--- src/rtl/id_stage.sv ---
`default_nettype none
// ============================================================================
//  Module   : id_stage
//  Purpose  : MIPS instruction-decode stage. Holds the IF/ID latch, the 32x32
//             register file, branch/jump resolution with MEM forwarding, and
//             the hazard unit that stalls fetch and inserts bubbles.
//  Revision : 1.0 - initial release
// ============================================================================
module id_stage #(
    parameter logic [31:0] NOP_INS = 32'h0000_0000
) (
    input  logic        clk,
    input  logic        rst,
    input  logic [31:0] if_pc4,
    input  logic [31:0] if_ins,
    input  logic        wb_we,
    input  logic [4:0]  wb_wa,
    input  logic [31:0] wb_wd,
    input  logic        ex_we,
    input  logic        ex_mem_read,
    input  logic [4:0]  ex_wa,
    input  logic        mem_we,
    input  logic        mem_mem_read,
    input  logic [4:0]  mem_wa,
    input  logic [31:0] mem_alu,
    output logic [31:0] bpc,
    output logic [31:0] rpc,
    output logic [31:0] jpc,
    output logic [1:0]  PCSrc,
    output logic        pc_we,
    output logic        id_valid,
    output logic [31:0] id_ins,
    output logic [31:0] id_pc4,
    output logic [31:0] id_rs_data,
    output logic [31:0] id_rt_data,
    output logic [31:0] id_imm
);

    // Opcodes and function codes resolved in this stage
    localparam logic [5:0] c_OP_RTYPE = 6'h00;
    localparam logic [5:0] c_OP_J     = 6'h02;
    localparam logic [5:0] c_OP_JAL   = 6'h03;
    localparam logic [5:0] c_OP_BEQ   = 6'h04;
    localparam logic [5:0] c_OP_BNE   = 6'h05;
    localparam logic [5:0] c_FN_JR    = 6'h08;

    // Next-PC mux select encodings
    localparam logic [1:0] c_PC_SEQ    = 2'd0;
    localparam logic [1:0] c_PC_BRANCH = 2'd1;
    localparam logic [1:0] c_PC_JR     = 2'd2;
    localparam logic [1:0] c_PC_JUMP   = 2'd3;

    // ------------------------------------------------------------------
    // State
    // ------------------------------------------------------------------
    logic [31:0] r_ins;
    logic [31:0] r_pc4;
    logic        r_valid;
    logic [31:0] r_rf [0:31];

    // ------------------------------------------------------------------
    // Decode fields
    // ------------------------------------------------------------------
    logic [5:0]  w_op;
    logic [4:0]  w_rs;
    logic [4:0]  w_rt;
    logic [5:0]  w_funct;
    logic [31:0] w_imm;
    logic        w_is_beq;
    logic        w_is_bne;
    logic        w_is_jr;
    logic        w_is_jump;
    logic        w_is_ctl;
    logic        w_uses_rs;
    logic        w_uses_rt;

    assign w_op    = r_ins[31:26];
    assign w_rs    = r_ins[25:21];
    assign w_rt    = r_ins[20:16];
    assign w_funct = r_ins[5:0];
    assign w_imm   = {{16{r_ins[15]}}, r_ins[15:0]};

    assign w_is_beq  = (w_op == c_OP_BEQ);
    assign w_is_bne  = (w_op == c_OP_BNE);
    assign w_is_jr   = (w_op == c_OP_RTYPE) && (w_funct == c_FN_JR);
    assign w_is_jump = (w_op == c_OP_J) || (w_op == c_OP_JAL);

    // Instructions that compare or consume register values in ID need
    // their operands to be final here, not just by EX.
    assign w_is_ctl  = w_is_beq || w_is_bne || w_is_jr;
    assign w_uses_rs = w_is_ctl;
    assign w_uses_rt = w_is_beq || w_is_bne;

    // ------------------------------------------------------------------
    // Register file reads with same-cycle writeback bypass
    // ------------------------------------------------------------------
    logic [31:0] w_rs_rf;
    logic [31:0] w_rt_rf;

    // rs read: r0 is hard zero, a writeback to the same register wins
    always_comb begin
        w_rs_rf = 32'h0;
        if (w_rs != 5'd0) begin
            if (wb_we && (wb_wa == w_rs)) begin
                w_rs_rf = wb_wd;
            end else begin
                w_rs_rf = r_rf[w_rs];
            end
        end
    end

    // rt read: same policy as rs
    always_comb begin
        w_rt_rf = 32'h0;
        if (w_rt != 5'd0) begin
            if (wb_we && (wb_wa == w_rt)) begin
                w_rt_rf = wb_wd;
            end else begin
                w_rt_rf = r_rf[w_rt];
            end
        end
    end

    // ------------------------------------------------------------------
    // MEM -> ID forwarding (ALU results only; load data is not ready yet)
    // ------------------------------------------------------------------
    logic        w_mem_fwd_ok;
    logic [31:0] w_rs_val;
    logic [31:0] w_rt_val;

    assign w_mem_fwd_ok = mem_we && !mem_mem_read && (mem_wa != 5'd0);

    // Select forwarded operand values
    always_comb begin
        w_rs_val = w_rs_rf;
        w_rt_val = w_rt_rf;
        if (w_mem_fwd_ok && (mem_wa == w_rs)) begin
            w_rs_val = mem_alu;
        end
        if (w_mem_fwd_ok && (mem_wa == w_rt)) begin
            w_rt_val = mem_alu;
        end
    end

    // ------------------------------------------------------------------
    // Hazard detection
    // ------------------------------------------------------------------
    logic w_load_use;
    logic w_ex_dep;
    logic w_mem_dep;
    logic w_stall;

    // Compute the three stall sources; only a valid latch can stall
    always_comb begin
        // A load in EX feeding any rs/rt field of the instruction in ID
        w_load_use = ex_mem_read && (ex_wa != 5'd0) &&
                     ((ex_wa == w_rs) || (ex_wa == w_rt));

        // Any result still in EX cannot reach a branch/jr compare in time
        w_ex_dep = w_is_ctl && ex_we && (ex_wa != 5'd0) &&
                   ((w_uses_rs && (ex_wa == w_rs)) ||
                    (w_uses_rt && (ex_wa == w_rt)));

        // A load in MEM has no data available for ID forwarding yet
        w_mem_dep = w_is_ctl && mem_mem_read && (mem_wa != 5'd0) &&
                    ((w_uses_rs && (mem_wa == w_rs)) ||
                     (w_uses_rt && (mem_wa == w_rt)));

        w_stall = r_valid && (w_load_use || w_ex_dep || w_mem_dep);
    end

    // ------------------------------------------------------------------
    // Branch / jump resolution
    // ------------------------------------------------------------------
    logic [1:0] w_pcsrc;
    logic       w_rs_eq;

    assign w_rs_eq = (w_rs_val == w_rt_val);

    // Choose the next-PC source; a stalled or invalid latch never redirects
    always_comb begin
        w_pcsrc = c_PC_SEQ;
        if (r_valid && !w_stall) begin
            if ((w_is_beq && w_rs_eq) || (w_is_bne && !w_rs_eq)) begin
                w_pcsrc = c_PC_BRANCH;
            end else if (w_is_jr) begin
                w_pcsrc = c_PC_JR;
            end else if (w_is_jump) begin
                w_pcsrc = c_PC_JUMP;
            end
        end
    end

    // ------------------------------------------------------------------
    // IF/ID latch: hold on stall, squash the wrong-path fetch on redirect
    // ------------------------------------------------------------------
    always_ff @(posedge clk) begin
        if (rst) begin
            r_ins   <= NOP_INS;
            r_pc4   <= 32'h0;
            r_valid <= 1'b0;
        end else if (!w_stall) begin
            r_pc4 <= if_pc4;
            if (w_pcsrc != c_PC_SEQ) begin
                r_ins   <= NOP_INS;
                r_valid <= 1'b0;
            end else begin
                r_ins   <= if_ins;
                r_valid <= 1'b1;
            end
        end
    end

    // ------------------------------------------------------------------
    // Register file write port; r0 is never written
    // ------------------------------------------------------------------
    always_ff @(posedge clk) begin
        if (rst) begin
            for (int i = 0; i < 32; i++) begin
                r_rf[i] <= 32'h0;
            end
        end else if (wb_we && (wb_wa != 5'd0)) begin
            r_rf[wb_wa] <= wb_wd;
        end
    end

    // ------------------------------------------------------------------
    // Outputs
    // ------------------------------------------------------------------
    assign bpc        = r_pc4 + {w_imm[29:0], 2'b00};
    assign rpc        = w_rs_val;
    assign jpc        = {r_pc4[31:28], r_ins[25:0], 2'b00};
    assign PCSrc      = w_pcsrc;
    assign pc_we      = !w_stall;
    assign id_valid   = r_valid && !w_stall;
    assign id_ins     = r_ins;
    assign id_pc4     = r_pc4;
    assign id_rs_data = w_rs_val;
    assign id_rt_data = w_rt_val;
    assign id_imm     = w_imm;

endmodule
`default_nettype wire
--- config.mk ---
export PLATFORM = sky130hd
export DESIGN_NAME = id_stage
export DESIGN_NICKNAME = d
export VERILOG_FILES = /design/src/rtl/id_stage.sv
export SDC_FILE = /design/constraint.sdc
export NUM_CORES = 2
export LEC_CHECK = 0
export CORE_MARGIN = 2
export CORE_UTILIZATION = 34
export CTS_CLUSTER_SIZE = 30
export DETAILED_ROUTE_END_ITERATION = 12
export PLACE_DENSITY = 0.5
export SLEW_MARGIN = 20
export SYNTH_ARGS = -nofsm -noshare
export SYNTH_HDL_FRONTEND = slang
export SYNTH_SLANG_ARGS = --single-unit
--- constraint.sdc ---
create_clock -name clk -period 4.4 [get_ports clk]
set_input_delay 0.88 -clock clk [delete_from_list [all_inputs] [get_ports clk]]
set_output_delay 0.88 -clock clk [all_outputs]
set_load 0.01 [all_outputs]
# Word level (Yosys, flattened, before mapping)
# Memories as Yosys holds them, arrays and structs flattened. A register that Yosys moved wholly into a read port is not among the register bits.
# Index checks and enable logic that the tools add are counted.
[classes] addsub=1 multipliers=0 n_div=0 magnitude_cmp=0 eq_ne=12 n_shift=0 n_mux=24 n_bitwise=0 reduce_logical=44
[ops] cell="$mux 32" count=8
[ops] cell="$add 32x32->32" count=1
[ops] cell="$eq 32x32->1" count=1
[ops] cell="$reduce_or 32->1" count=1
[ops] cell="$eq 5x5->1" count=6
[ops] cell="$mux 5" count=5
[ops] cell="$reduce_bool 5->1" count=5
[ops] cell="$logic_and 1x1->1" count=24
[ops] cell="$eq 6x2->1 const B" count=2
[ops] cell="$eq 6x3->1 const B" count=2
[ops] cell="$logic_or 1x1->1" count=9
[ops] cell="$mux 2" count=4
[ops] cell="$mux 1" count=7
[ops] cell="$eq 6x4->1 const B" count=1
[ops] cell="$logic_not 6->1" count=1
[ops] cell="$logic_not 1->1" count=3
[ops] cell="$reduce_bool 2->1" count=1
[word_totals] register_bits=65 latchBits=0 mem_bits_rw=1024 rom_bits=0 inputBits=150 output_inout_bits=260 word_cells=85 n_memories=1
[memory_table] name="r_rf" words=32 width=32 rd=2 rd_ports_with_merged_regs=2 wr=32 line_no="59" source="logic [31:0] r_rf [0:31];"

# Longest topological paths before layout
[logic_depth] ltp_word=16 depth_mapped=19 depth_no_buf=15

# Worst setup path before layout
# No wires, ideal clock.
[synth_timing] path_kind="input-to-output" startpoint="input port wb_wa[2]" endpoint="output port PCSrc[0]" t_arrival_ps=3929 t_required_ps=3520 slack_ps=-409 path_stages=14 n_path_buf=3 path_cell_list="clkbuf_1 xnor2_1 nand4_1 nor2_1 clkbuf_1 clkbuf_1 nor3_1 o21ai_0 o2111a_1 o211a_1 nand4_1 or3_1 a21oi_1 a31o_1"
[synth_via] elab_chain_len=11 elab_cells_between_ends=17 classes_between="3 x eq/ne; 8 x mux; 6 x reduce/logical"
[synth_lines] element="start: declaration" line_no="17" source="input logic [4:0] wb_wa,"
[synth_lines] element="$eq 5x5->1 (*)" line_no="104" source="if (wb_we && (wb_wa == w_rs)) begin"
[synth_lines] element="$logic_and 1x1->1 (*)" line_no="104"
[synth_lines] element="$mux 32 (*)" line_no="104"
[synth_lines] element="$mux 32 (*)" line_no="103" source="if (w_rs != 5'd0) begin"
[synth_lines] element="$mux 32 (*)" line_no="137" source="if (w_mem_fwd_ok && (mem_wa == w_rs)) begin"
[synth_lines] element="named net id_rs_data[26]" line_no="34" source="output logic [31:0] id_rs_data,"
[synth_lines] element="$eq 32x32->1 (*)" line_no="178" source="assign w_rs_eq = (w_rs_val == w_rt_val);"
[synth_lines] element="$logic_not 1->1" line_no="184" source="if ((w_is_beq && w_rs_eq) || (w_is_bne && !w_rs_eq)) begin"
[synth_lines] element="$logic_and 1x1->1" line_no="184"
[synth_lines] element="$logic_or 1x1->1 (*)" line_no="184"
[synth_lines] element="$mux 2 (*)" line_no="184"
[synth_lines] element="$mux 2 (*)" line_no="183" source="if (r_valid && !w_stall) begin"
[synth_lines] element="end: declaration" line_no="29" source="output logic [1:0] PCSrc,"
# Mark *: on every way through the listed nets, which the timed path passes. The rest lies on a longest branch.

==> impl_metrics.toml <==
[sta]
slew_headroom = 0.316
finalSetupTns_ps = -37990
max_freq_mhz = 165
finalHoldViolations = 0
tightest_slew_ps = 1020
layout_setup_ws_ps = -1660
holdWs_ps = 551
grt_setup_unrepaired = "true"
min_period_ps = 6060
slew_violations = 0
setup_viol = 129
clock_skew_ps = 37.1
period_share = 1.38

[setup_path]
cp_cell_sequence = "buf_12 > buf_6 > buf_4 > nor2b_2 > buf_12 > buf_4 > a22oi_2 > a21oi_4 > or3_4 > o211ai_1 > buf_4 > a21oi_1 > nor3_2 > nor4_4 > buf_4 > nand3_2 > or3_1 > a21oi_2 > a31o_1 > buf_2"
worstSetupPathType = "flip-flop to output port"
worstSetupEndpointType = "output port"
r2r_setup_slack_ps = -360
r2r_cells = 24
crit_arrival_ps = 5180
crit_fanout = 10
timing.critical_path.mode_cell = "buf_4"
start_kind = "flip-flop"
slowest_delay_ps = 440
slowest_stage = "a21oi_4"
cp.required_ps = 3520

[cts]
clk_path_buf_depth = 3
cts_max_level = 4
cts.sinks = 1099
clock_latency_ps = 830
cts_root_buf = "clkbuf_16"
clkSlewWorstSetupHoldPaths_ps = 60
tritoncts = "built"
cts_buffers = 136
cts_hold_buf = 0

[grt]
grt_pass1_wl_um = 426000
grt_pass1_vias = 47583
grt_antenna_before_repair = 44
track_usage = 0.343
grt_max_degree = 75
grt-ovfl-total = 0

[power]
p_leak_nw = 31.8
p_per_area_nw_per_um2 = 363
ir_worst_vdd_v = 0.000468
totalPowerFinal_w = 0.0309

[synthesis]
synth_seq_cells = 1099
syn_area_um2 = 61500
synth_flop_cell = "edfxtp_1"
yosysSeqAreaShare = 0.524
async_flop_share = 0
synth.yosys.warnings = 0
synth_cell_types = 83
synth-edff-count = 1024
synth_cells = 4461
avgSynthCellArea_um2 = 13.8

[hold_path]
min_path_cells = 1
hp-class = "flip-flop to flip-flop"
min_from = "id_ins[28]"
min_to = "id_ins[28]"

[placement]
place_congestion = 1.01
hpwl_um = 224000
placed_cell_area_um2 = 75600
io_buffers = 407
dp_cells = 7755

[finish]
syn2layout_area_growth_pct = 38.5
regArea_um2 = 32300
final_cells = 8235
fillCellCount = 16135
final_area_um2 = 85200
layout.nets = 5923
layout-drive-gt1-share = 0.409
multiInputGateArea_um2 = 28700

[route]
route.detailed.drc = 0
drt_iter0_drc = 7236
wirelength_um = 326000
wl_per_cell_um = 39.6
postRouteAntennaNets = 0
vias = 49381
drtPass1Iterations = 5
routed_via_density = 6.00

[floorplan]
start_util = 0.341
die_x_um = 429
row_count = 156
io_pins = 410
fp.dieH_um = 429
coreArea_um2 = 180000
dieArea_um2 = 184000

[run_status]
violations = "negative setup slack"
status = "finished with violations"

[flow_run]
maxCapViolations = 0
==> routing by layer <==
layer  global-route usage  wire length, um
met3               0.0789            35300
met2                0.513           143000
met1                0.455           125000
met5                    0               97
met4                0.206            23300
==> Yosys cell counts (all sizes together), types with 65 or more instances <==
| cell | number | area share |
|---|---|---|
| a22oi | 134 | 0.016 |
| clkbuf | 268 | 0.016 |
| mux4 | 482 | 0.18 |
| edfxtp | 1024 | 0.50 |
| a21oi | 79 | 0.0065 |
| dfxtp | 75 | 0.024 |
| nand2 | 101 | 0.0062 |
| and2 | 1008 | 0.10 |
| mux2i | 169 | 0.027 |
| o21ai | 65 | 0.0053 |
| nor2 | 125 | 0.0076 |
| buf | 251 | 0.028 |
==> final cells by class <==
type	instances	share of cell area
multi-input combinational	2851	0.337
inverter	25	0.00131
timing repair buffer	1630	0.198
antenna	19	0.000558
clock buffer	168	0.0418
tap	2370	0.0348
sequential	1099	0.379
clock inverter	73	0.00819
==> worst max path at each step <==
stage	slack (ps)	end	cells past startpoint	startpoint
3_5_place_dp	-1950	PCSrc[0]	18	wb_wa[4]
6_report	-1660	PCSrc[0]	20	flip-flop
5_1_grt	-1760	PCSrc[0]	21	flip-flop
4_1_cts	-1610	PCSrc[0]	18	flip-flop
3_3_place_gp	-2500	PCSrc[0]	18	wb_wa[0]
2_1_floorplan	-150	PCSrc[0]	11	mem_wa[1]
==> registers in the layout (all words and copies together), names as in the netlist, named ones only <==
register / flops
r_valid: 1
id_pc4: 32
r_rf: 1024
id_ins: 32
==> critical path, delay by kind of cell (launching register included) <==
| kind | cells | cell delay (ps) |
|---|---|---|
| buffers and inverters | 8 | 1500 |
| AO/OA/AOI/OAI | 6 | 1170 |
| flip-flops | 1 | 360 |
| AND/OR/NAND/NOR | 6 | 1280 |
==> stage by stage <==
stage	setup WS, ps	util
floorplan	-151	-
global placement	-2500	0.419
detailed placement	-1950	0.419
CTS	-1610	0.457
global route	-1760	0.472
finish	-1660	0.473
==> what timing repair did <==
action | 4_1_cts | 5_1_grt
gates cloned | 8 | 10
setup endpoints to repair | 163 | 160
pin swaps | 83 | 153
setup buffers | 98 | 145
hold endpoints to repair | 0 | 0
resized for setup | 538 | 556
==> layout by cell type, fill, tap and decap left out, drive strengths merged, types with 42 or more instances in the layout <==
cell type      Yosys  routed
buf              251    1295
edfxtp          1024    1024
and2            1008    1008
mux4             482     482
clkdlybuf4s50      0     284
clkbuf           268     198
mux2i            169     169
a22oi            134     134
nor2             125     125
nand2            101     101
a21oi             79      79
dfxtp             75      75
o21ai             65      65
nand3             55      55
clkinv             1      54
xnor2             53      53
a22o              50      50
or2               42      42
==> cell families after synthesis <==
group	after synthesis	synth area share
simple gates	1525	0.145
flops	1099	0.524
mux	664	0.206
buf+inv	544	0.0463
compound gates	521	0.0607
xor+xnor	77	0.0110
fa+ha+maj	30	0.00622
other cells	1	0.0000610
==> where the power goes <==
group	total, W	switching [W]	leakage, nW	internal [W]
Sequential	0.0123	0.000339	10.4	0.0120
Clock	0.0112	0.00485	2.07	0.00631
Combinational	0.00744	0.00401	19.4	0.00342
(Power assumes the default switching activity.)
